## config.mk

```make
export PLATFORM = sky130hd
export DESIGN_NAME = bird_motion
export DESIGN_NICKNAME = d
export VERILOG_FILES = /design/src/rtl/bird_motion.sv
export SDC_FILE = /design/constraint.sdc
export NUM_CORES = 1
export LEC_CHECK = 0
export ABC_AREA = 1
export CAP_MARGIN = 20
export CORE_ASPECT_RATIO = 0.7
export CORE_MARGIN = 2
export CORE_UTILIZATION = 50
export CTS_CLUSTER_SIZE = 28
export DETAILED_ROUTE_END_ITERATION = 16
export GPL_ROUTABILITY_DRIVEN = 1
export PLACE_DENSITY = 0.73
export SLEW_MARGIN = 5
export SYNTH_ARGS = -nofsm -noshare
export SYNTH_HDL_FRONTEND = slang
export SYNTH_SLANG_ARGS = --single-unit
```

## constraint.sdc

```tcl
create_clock -name iClk -period 3.6 [get_ports iClk]
set_input_delay 0.72 -clock iClk [delete_from_list [all_inputs] [get_ports iClk]]
set_output_delay 0.72 -clock iClk [all_outputs]
set_load 0.02 [all_outputs]
```

## src/rtl/bird_motion.sv

```systemverilog
// bird_motion: per-frame vertical kinematics for the bird sprite.
// Applies gravity and flap impulses, clamps at the screen edges and raises a
// sticky boundary-hit flag back to the bird state controller.
// Optional build macro BIRD_CEIL_HIT_EN: when defined, touching the ceiling is
// lethal (sets oBoundHit); otherwise the ceiling is a soft clamp.
module bird_motion #(
  parameter int Y_W        = 10,
  parameter int V_W        = 6,
  parameter int Y_INIT     = 232,
  parameter int Y_MIN      = 0,
  parameter int Y_MAX      = 464,
  parameter int GRAVITY    = 1,
  parameter int FLAP_SPEED = 8,
  parameter int V_MAX      = 10,
  parameter int COOLDOWN   = 3
) (
  input  logic           iClk,
  input  logic           iRst,
  input  logic           iBirdPosRst,
  input  logic           iBirdMove,
  input  logic           iFrameTick,
  input  logic           iFlap,
  output logic [Y_W-1:0] oBirdY,
  output logic [V_W-1:0] oBirdVel,
  output logic           oFlapApplied,
  output logic           oBoundHit
);

  // Two guard bits let the position sum go negative or past the bottom
  // limit without wrapping before the clamp decision is made.
  localparam int SW   = Y_W + 2;
  localparam int CD_W = (COOLDOWN > 0) ? $clog2(COOLDOWN + 1) : 1;

  logic [Y_W-1:0]         y_q, y_d;
  logic signed [V_W-1:0]  vel_q, vel_d;
  logic                   fa_q, fa_d;
  logic                   hit_q, hit_d;
  logic                   pend_q, pend_d;
  logic                   flap_r_q, flap_r_d;
  logic [CD_W-1:0]        cd_q, cd_d;

  logic                   flap_edge, edge_ok, tick, want, apply;
  logic signed [SW-1:0]   vel_g, vel_n, y_sum;

  // Next-state: flap capture, motion tick update, clamping, position reset.
  always_comb begin
    y_d      = y_q;
    vel_d    = vel_q;
    fa_d     = 1'b0;
    hit_d    = hit_q;
    cd_d     = cd_q;
    flap_r_d = iFlap;

    flap_edge = iFlap & ~flap_r_q;
    // Edges are only accepted with the cooldown expired and the bird alive.
    edge_ok   = flap_edge & (cd_q == '0) & ~hit_q;
    tick      = iFrameTick & iBirdMove & ~hit_q;
    want      = pend_q | edge_ok;
    // A flap pulse never repeats on back-to-back cycles; a blocked request
    // simply stays pending.
    apply     = tick & want & ~fa_q;
    pend_d    = want & ~hit_q;

    vel_g = SW'(vel_q) + SW'(GRAVITY);
    if (apply)
      vel_n = SW'(-FLAP_SPEED);
    else if (vel_g > SW'(V_MAX))
      vel_n = SW'(V_MAX);
    else
      vel_n = vel_g;
    y_sum = $signed({2'b00, y_q}) + vel_n;

    if (tick) begin
      if (apply) begin
        pend_d = 1'b0;
        cd_d   = CD_W'(COOLDOWN);
        fa_d   = 1'b1;
      end else if (cd_q != '0) begin
        cd_d = cd_q - CD_W'(1);
      end
      if (y_sum >= SW'(Y_MAX)) begin
        y_d   = Y_W'(Y_MAX);
        vel_d = '0;
        hit_d = 1'b1;
      end else if (y_sum < SW'(Y_MIN)) begin
        y_d   = Y_W'(Y_MIN);
        vel_d = '0;
`ifdef BIRD_CEIL_HIT_EN
        hit_d = 1'b1;
`else
        hit_d = hit_q;
`endif
      end else begin
        y_d   = y_sum[Y_W-1:0];
        vel_d = vel_n[V_W-1:0];
      end
    end

    // Position reset from the controller overrides any update this cycle.
    if (iBirdPosRst) begin
      y_d      = Y_W'(Y_INIT);
      vel_d    = '0;
      fa_d     = 1'b0;
      hit_d    = 1'b0;
      pend_d   = 1'b0;
      cd_d     = '0;
      flap_r_d = 1'b0;
    end
  end

  // State registers with synchronous active-high reset.
  always_ff @(posedge iClk) begin
    if (iRst) begin
      y_q      <= Y_W'(Y_INIT);
      vel_q    <= '0;
      fa_q     <= 1'b0;
      hit_q    <= 1'b0;
      pend_q   <= 1'b0;
      cd_q     <= '0;
      flap_r_q <= 1'b0;
    end else begin
      y_q      <= y_d;
      vel_q    <= vel_d;
      fa_q     <= fa_d;
      hit_q    <= hit_d;
      pend_q   <= pend_d;
      cd_q     <= cd_d;
      flap_r_q <= flap_r_d;
    end
  end

  assign oBirdY       = y_q;
  assign oBirdVel     = vel_q;
  assign oFlapApplied = fa_q;
  assign oBoundHit    = hit_q;

endmodule

```

==> out/results.md, run 1 <==
| Group | Parameter | Value |
|---|---|---|
| outcome | Run status | complete, no violations |
| detailed routing | Antenna-violating nets left | 0 |
| final layout | Area Overhead vs Synth | 21.0% |
| setup path | Category of the most critical setup path | in2reg |
| clock network | Max Buffers Root-to-Sink | 2 |
| power and ir drop | Clock power frac | 25.1% |
| setup path | Gate family responsible for the most delay along the worst path | simple AND/OR/NAND/NOR gates |
| power and ir drop | Share of power burned in combinational logic | 32.1% |
| detailed routing | Via count | 1880 |
| final layout | Final antenna diode count | 0 |
| yosys | Syn_area_per_cell | 6.30 sq um |
| floorplanning | Initial Util | 51.9% |
| sta | Final worst setup slack | 0.207 ns |
| global routing | Total routing resource utilization after global routing | 22.7% |
| setup path | Crit end category | register |
| setup path | Slowest library cell on the worst path | sky130_fd_sc_hd__clkdlybuf4s50_1 |
| global routing | Initial antenna violation count | 0 |
| yosys | Fraction of synthesis flops using an asynchronous set or reset pin | 0% |
| global routing | Number of global-route vias before repair | 1554 |
| placement | Routability congestion estimate | 0.885 |
| yosys | #FFs+latches synth | 22 |
| setup path | Worst path most repeated cell | sky130_fd_sc_hd__nand2_1 |
| floorplanning | Top-level I/O count | 24 |
| global routing | Aggregate global routing overflow | 0 |
| clock network | TritonCTS Sinks | 22 |
| setup path | Combined buffer and inverter count along the critical path | 2 |
| sta | Setup repair after global routing missed its margin | no |
| final layout | Layout net count | 342 |
| clock network | Post-CTS setup buffer count | 0 |
| clock network | CTS Root Cell | sky130_fd_sc_hd__clkbuf_8 |
| floorplanning | Chip Height | 54.5 um |
| power and ir drop | Cell area power density | 271 nW/um^2 |
| sta | Final clock period utilization by the worst path | 94.3% |
| detailed routing | DRT Wirelength | 4630 um |
| setup path | Cells along the critical path | clkdlybuf4s50_1 > nand2_1 > inv_2 > nand2_4 > nor2_4 > nand2_4 > nand2_1 > nor2_1 > ha_1 > fa_1 > nand2_1 > nand3_1 > nand2_1 > xor2_2 > nand3_2 > nand3_4 > nand2_1 > nor2_1 > nand2_1 > nand2_1 |
| yosys | Post-synthesis instance total | 289 |
| placement | Placed cell count | 363 |
| detailed routing | Routed WL per cell | 12.6 um |
| floorplanning | Row count | 18 |
| yosys | Number of synthesis warnings | 0 |
| clock network | Clock tree from TritonCTS | done |
| floorplanning | Placeable Area | 3510 sq um |
| clock network | Number of H-tree levels | 1 |
| sta | Max_slew headroom | 57.9% |
| power and ir drop | Share of total power consumed by net switching | 34.2% |
| power and ir drop | Internal Power | 394 uW |
| global routing | First-pass GRT wire length | 7300 um |
| clock network | Clock-pin slew on the worst setup and hold paths | 0.07 ns |
| yosys | Synthesized net count | 312 |
| final layout | Ratio of cells with drive above 1 in the final layout | 11.4% |
| power and ir drop | Peak ir drop on the vdd network | 0.261 mV |
| detailed routing | Violation count after the first detailed-routing iteration | 142 |
| yosys | Number of synthesized flops with an enable pin | 0 |
| run | Maxcap violations | 0 |
| sta | Min cycle time layout | 3.39 ns |
| setup path | Startpoint kind of the worst setup timing path | primary input |
| final layout | Non-filler cells in the finished layout | 367 |
| sta | Highest attainable clock frequency | 295 MHz |
| clock network | Clock network latency to the later pin of the worst-skew pair | 0.26 ns |
| sta | Transition time at the pin with the least slew margin | 0.630 ns |
| setup path | Maximum fanout count along the critical path | 14 |
| detailed routing | Via count normalized by instance count | 5.12 |
| placement | Dpl hpwl | 3710 um |
| power and ir drop | Part of the total power dissipated in sequential elements | 42.8% |
| detailed routing | DRT Pass-1 Iters | 4 |
| setup path | Setup slack of the worst register-to-register path | 0.21 ns |
| power and ir drop | Switching power of the nets | 205 uW |
| sta | Final count of pins violating max slew | 0 |
| clock network | Hold buffer count at CTS | 0 |
| yosys | Ys flop type | sky130_fd_sc_hd__dfxtp_1 |
| yosys | Sequential share of the synthesized area | 24.2% |
| clock network | Number of buffers inserted during clock tree synthesis | 3 |
| power and ir drop | Pleak | 0.00107 uW |
| setup path | Crit path required time | 3.81 ns |
| sta | Layout Skew | 0.00167 ns |
| yosys | Post-synth cell types | 28 |
| placement | Place WS | -0.146 ns |
| placement | PortBufs | 23 |
| sta | Endpoints failing setup | 0 |
| floorplanning | Chip Width | 76.1 um |
| setup path | Arrival time of data at the critical path endpoint | 3.60 ns |
| yosys | Netlist Area Pre-Place | 1820 sq um |
| setup path | Critical Path Max Stage Delay | 0.48 ns |
| global routing | Largest net degree at the start of global routing | 21 |
| worst hold path | Hold/Removal Path Class | reg2reg |
| floorplanning | Total die area | 4150 sq um |
| detailed routing | Remaining routing DRC violations | 0 |
| sta | Final hold viol count | 0 |
-- what timing repair did --
action | in CTS | in global routing
hold endpoints to repair | 0 | 0
gates resized for setup | 0 | 7
endpoints found under the setup margin | 0 | 16
-- power by group through the flow --
stage / registers, uW / clock network, uW / logic (uW)
finish: 256 / 150 / 192
global route: 257 / 160 / 214
CTS: 256 / 153 / 178
detailed placement: 261 / 0 / 177
global placement: 261 / 0 / 176
floorplan: 266 / 0 / 130
-- worst min-delay path, cell delays in order, from the launching register on --
cell and delay, ns:
sky130_fd_sc_hd__dfxtp_1 0.32, sky130_fd_sc_hd__nand2_1 0.06, sky130_fd_sc_hd__a31oi_1 0.06
-- cell usage in the layout, fill, tap and decap left out --
cell / n
sky130_fd_sc_hd__dfxtp_2: 2
sky130_fd_sc_hd__nor2_2: 3
sky130_fd_sc_hd__or2_2: 1
sky130_fd_sc_hd__inv_2: 3
sky130_fd_sc_hd__nand4_1: 12
sky130_fd_sc_hd__a21oi_1: 21
sky130_fd_sc_hd__nor2_4: 3
sky130_fd_sc_hd__o21ai_0: 1
sky130_fd_sc_hd__a31oi_1: 2
sky130_fd_sc_hd__fa_1: 1
sky130_fd_sc_hd__nand3_4: 1
sky130_fd_sc_hd__buf_4: 7
sky130_fd_sc_hd__nand3_2: 2
sky130_fd_sc_hd__nand3b_1: 1
sky130_fd_sc_hd__nand2_4: 3
sky130_fd_sc_hd__o21bai_1: 1
sky130_fd_sc_hd__a21oi_2: 2
sky130_fd_sc_hd__clkinv_2: 1
sky130_fd_sc_hd__nand2_2: 4
sky130_fd_sc_hd__nor2_1: 19
sky130_fd_sc_hd__nand3_1: 26
sky130_fd_sc_hd__dfxtp_1: 20
sky130_fd_sc_hd__nand2_1: 94
sky130_fd_sc_hd__clkdlybuf4s50_1: 23
sky130_fd_sc_hd__ha_1: 16
sky130_fd_sc_hd__clkbuf_8: 3
sky130_fd_sc_hd__xor2_1: 2
sky130_fd_sc_hd__nor3_1: 3
sky130_fd_sc_hd__o21a_1: 1
sky130_fd_sc_hd__inv_1: 38
sky130_fd_sc_hd__xor2_2: 1
-- area by class of cell --
class	count	area, sq um
clock buffers	3	41.3
multi-input cells	220	1220
fillers	370	1310
flip-flops and latches	22	443
inverters	42	159
repair buffers	30	283
well taps	50	62.6
-- worst paths after layout --
| kind | depth (start not counted) | start | end |
|---|---|---|---|
| worst max register to register | 20 | oBirdVel[0] | oBirdY[5] |
| worst max-delay path | 20 | iFrameTick | oBirdY[5] |
| worst min-delay path | 2 | cd_q[0] | cd_q[0] |
| worst min register to register | 2 | cd_q[0] | cd_q[0] |
-- registers in the layout (all words and copies together), names as in the netlist --
signal / cells
flap_r_q: 1
oBirdVel: 6
oFlapApplied: 1
oBoundHit: 1
cd_q: 2
pend_q: 1
oBirdY: 10
-- stage by stage --
stage / setup TNS [ns] / area, sq um / total power [uW] / util, % / hold WS, ns
detailed placement: -1.58 / 2130 / 439 / 60.6 / 0.475
CTS: 0 / 2170 / 587 / 61.8 / 0.488
finish: 0 / 2200 / 598 / 62.7 / 0.486
global route: 0 / 2200 / 631 / 62.7 / 0.506
floorplan: 0 / 1820 / 396 / - / 0.454
global placement: -0.715 / 2130 / 437 / 60.6 / 0.468
-- logic make-up (layout without fill, tap and decap cells) --
kind of cell	after synthesis	in the layout	synth area share, %
buffers and inverters	48	75	10.9
flip-flops	22	22	24.2
XOR/XNOR	3	3	1.44
adder cells (fa/ha/maj)	17	17	12.1
AND/OR/NAND/NOR	171	172	43.1
AO/OA/AOI/OAI	28	28	8.31
-- per-layer routing --
layer  GRT usage, %  up-vias  wire (um)
li1               -      986          -
met1           34.9      829       2530
met2           33.8       63       1800
met3           4.46        2        281
met4           1.82        0          8
met5              0        -          0
-- synth_stat cells, drive strengths merged, types with 2 or more instances --
| cell type | count | area share, % |
|---|---|---|
| nor2 | 24 | 6.3 |
| xor2 | 3 | 1.4 |
| nand3 | 29 | 8.5 |
| a31oi | 2 | 0.69 |
| nor3 | 3 | 0.82 |
| nand4 | 12 | 4.1 |
| ha | 16 | 11 |
| clkbuf | 3 | 0.62 |
| inv | 41 | 8.4 |
| a21oi | 23 | 6.5 |
| buf | 3 | 1.5 |
| dfxtp | 22 | 24 |
| nand2 | 101 | 23 |
(Power assumes the default switching activity.)
==> run 2: changes to the inputs <==
--- a/constraint.sdc
+++ b/constraint.sdc
@@ -3,2 +3,2 @@
 set_output_delay 0.72 -clock iClk [all_outputs]
-set_load 0.02 [all_outputs]
+set_load 0.01 [all_outputs]
==> results of run 2 <==
The final DEF is identical to that of run 1. Status: complete, no violations.
Among the figures that moved: total power 598 uW -> 595 uW
==> run 3: changes to the inputs <==
- ABC_CLOCK_PERIOD_IN_PS: not set -> 3600
==> results of run 3 <==
The final DEF is identical to that of run 1. Status: complete, no violations.
Among the figures that moved: total power 598 uW -> 595 uW
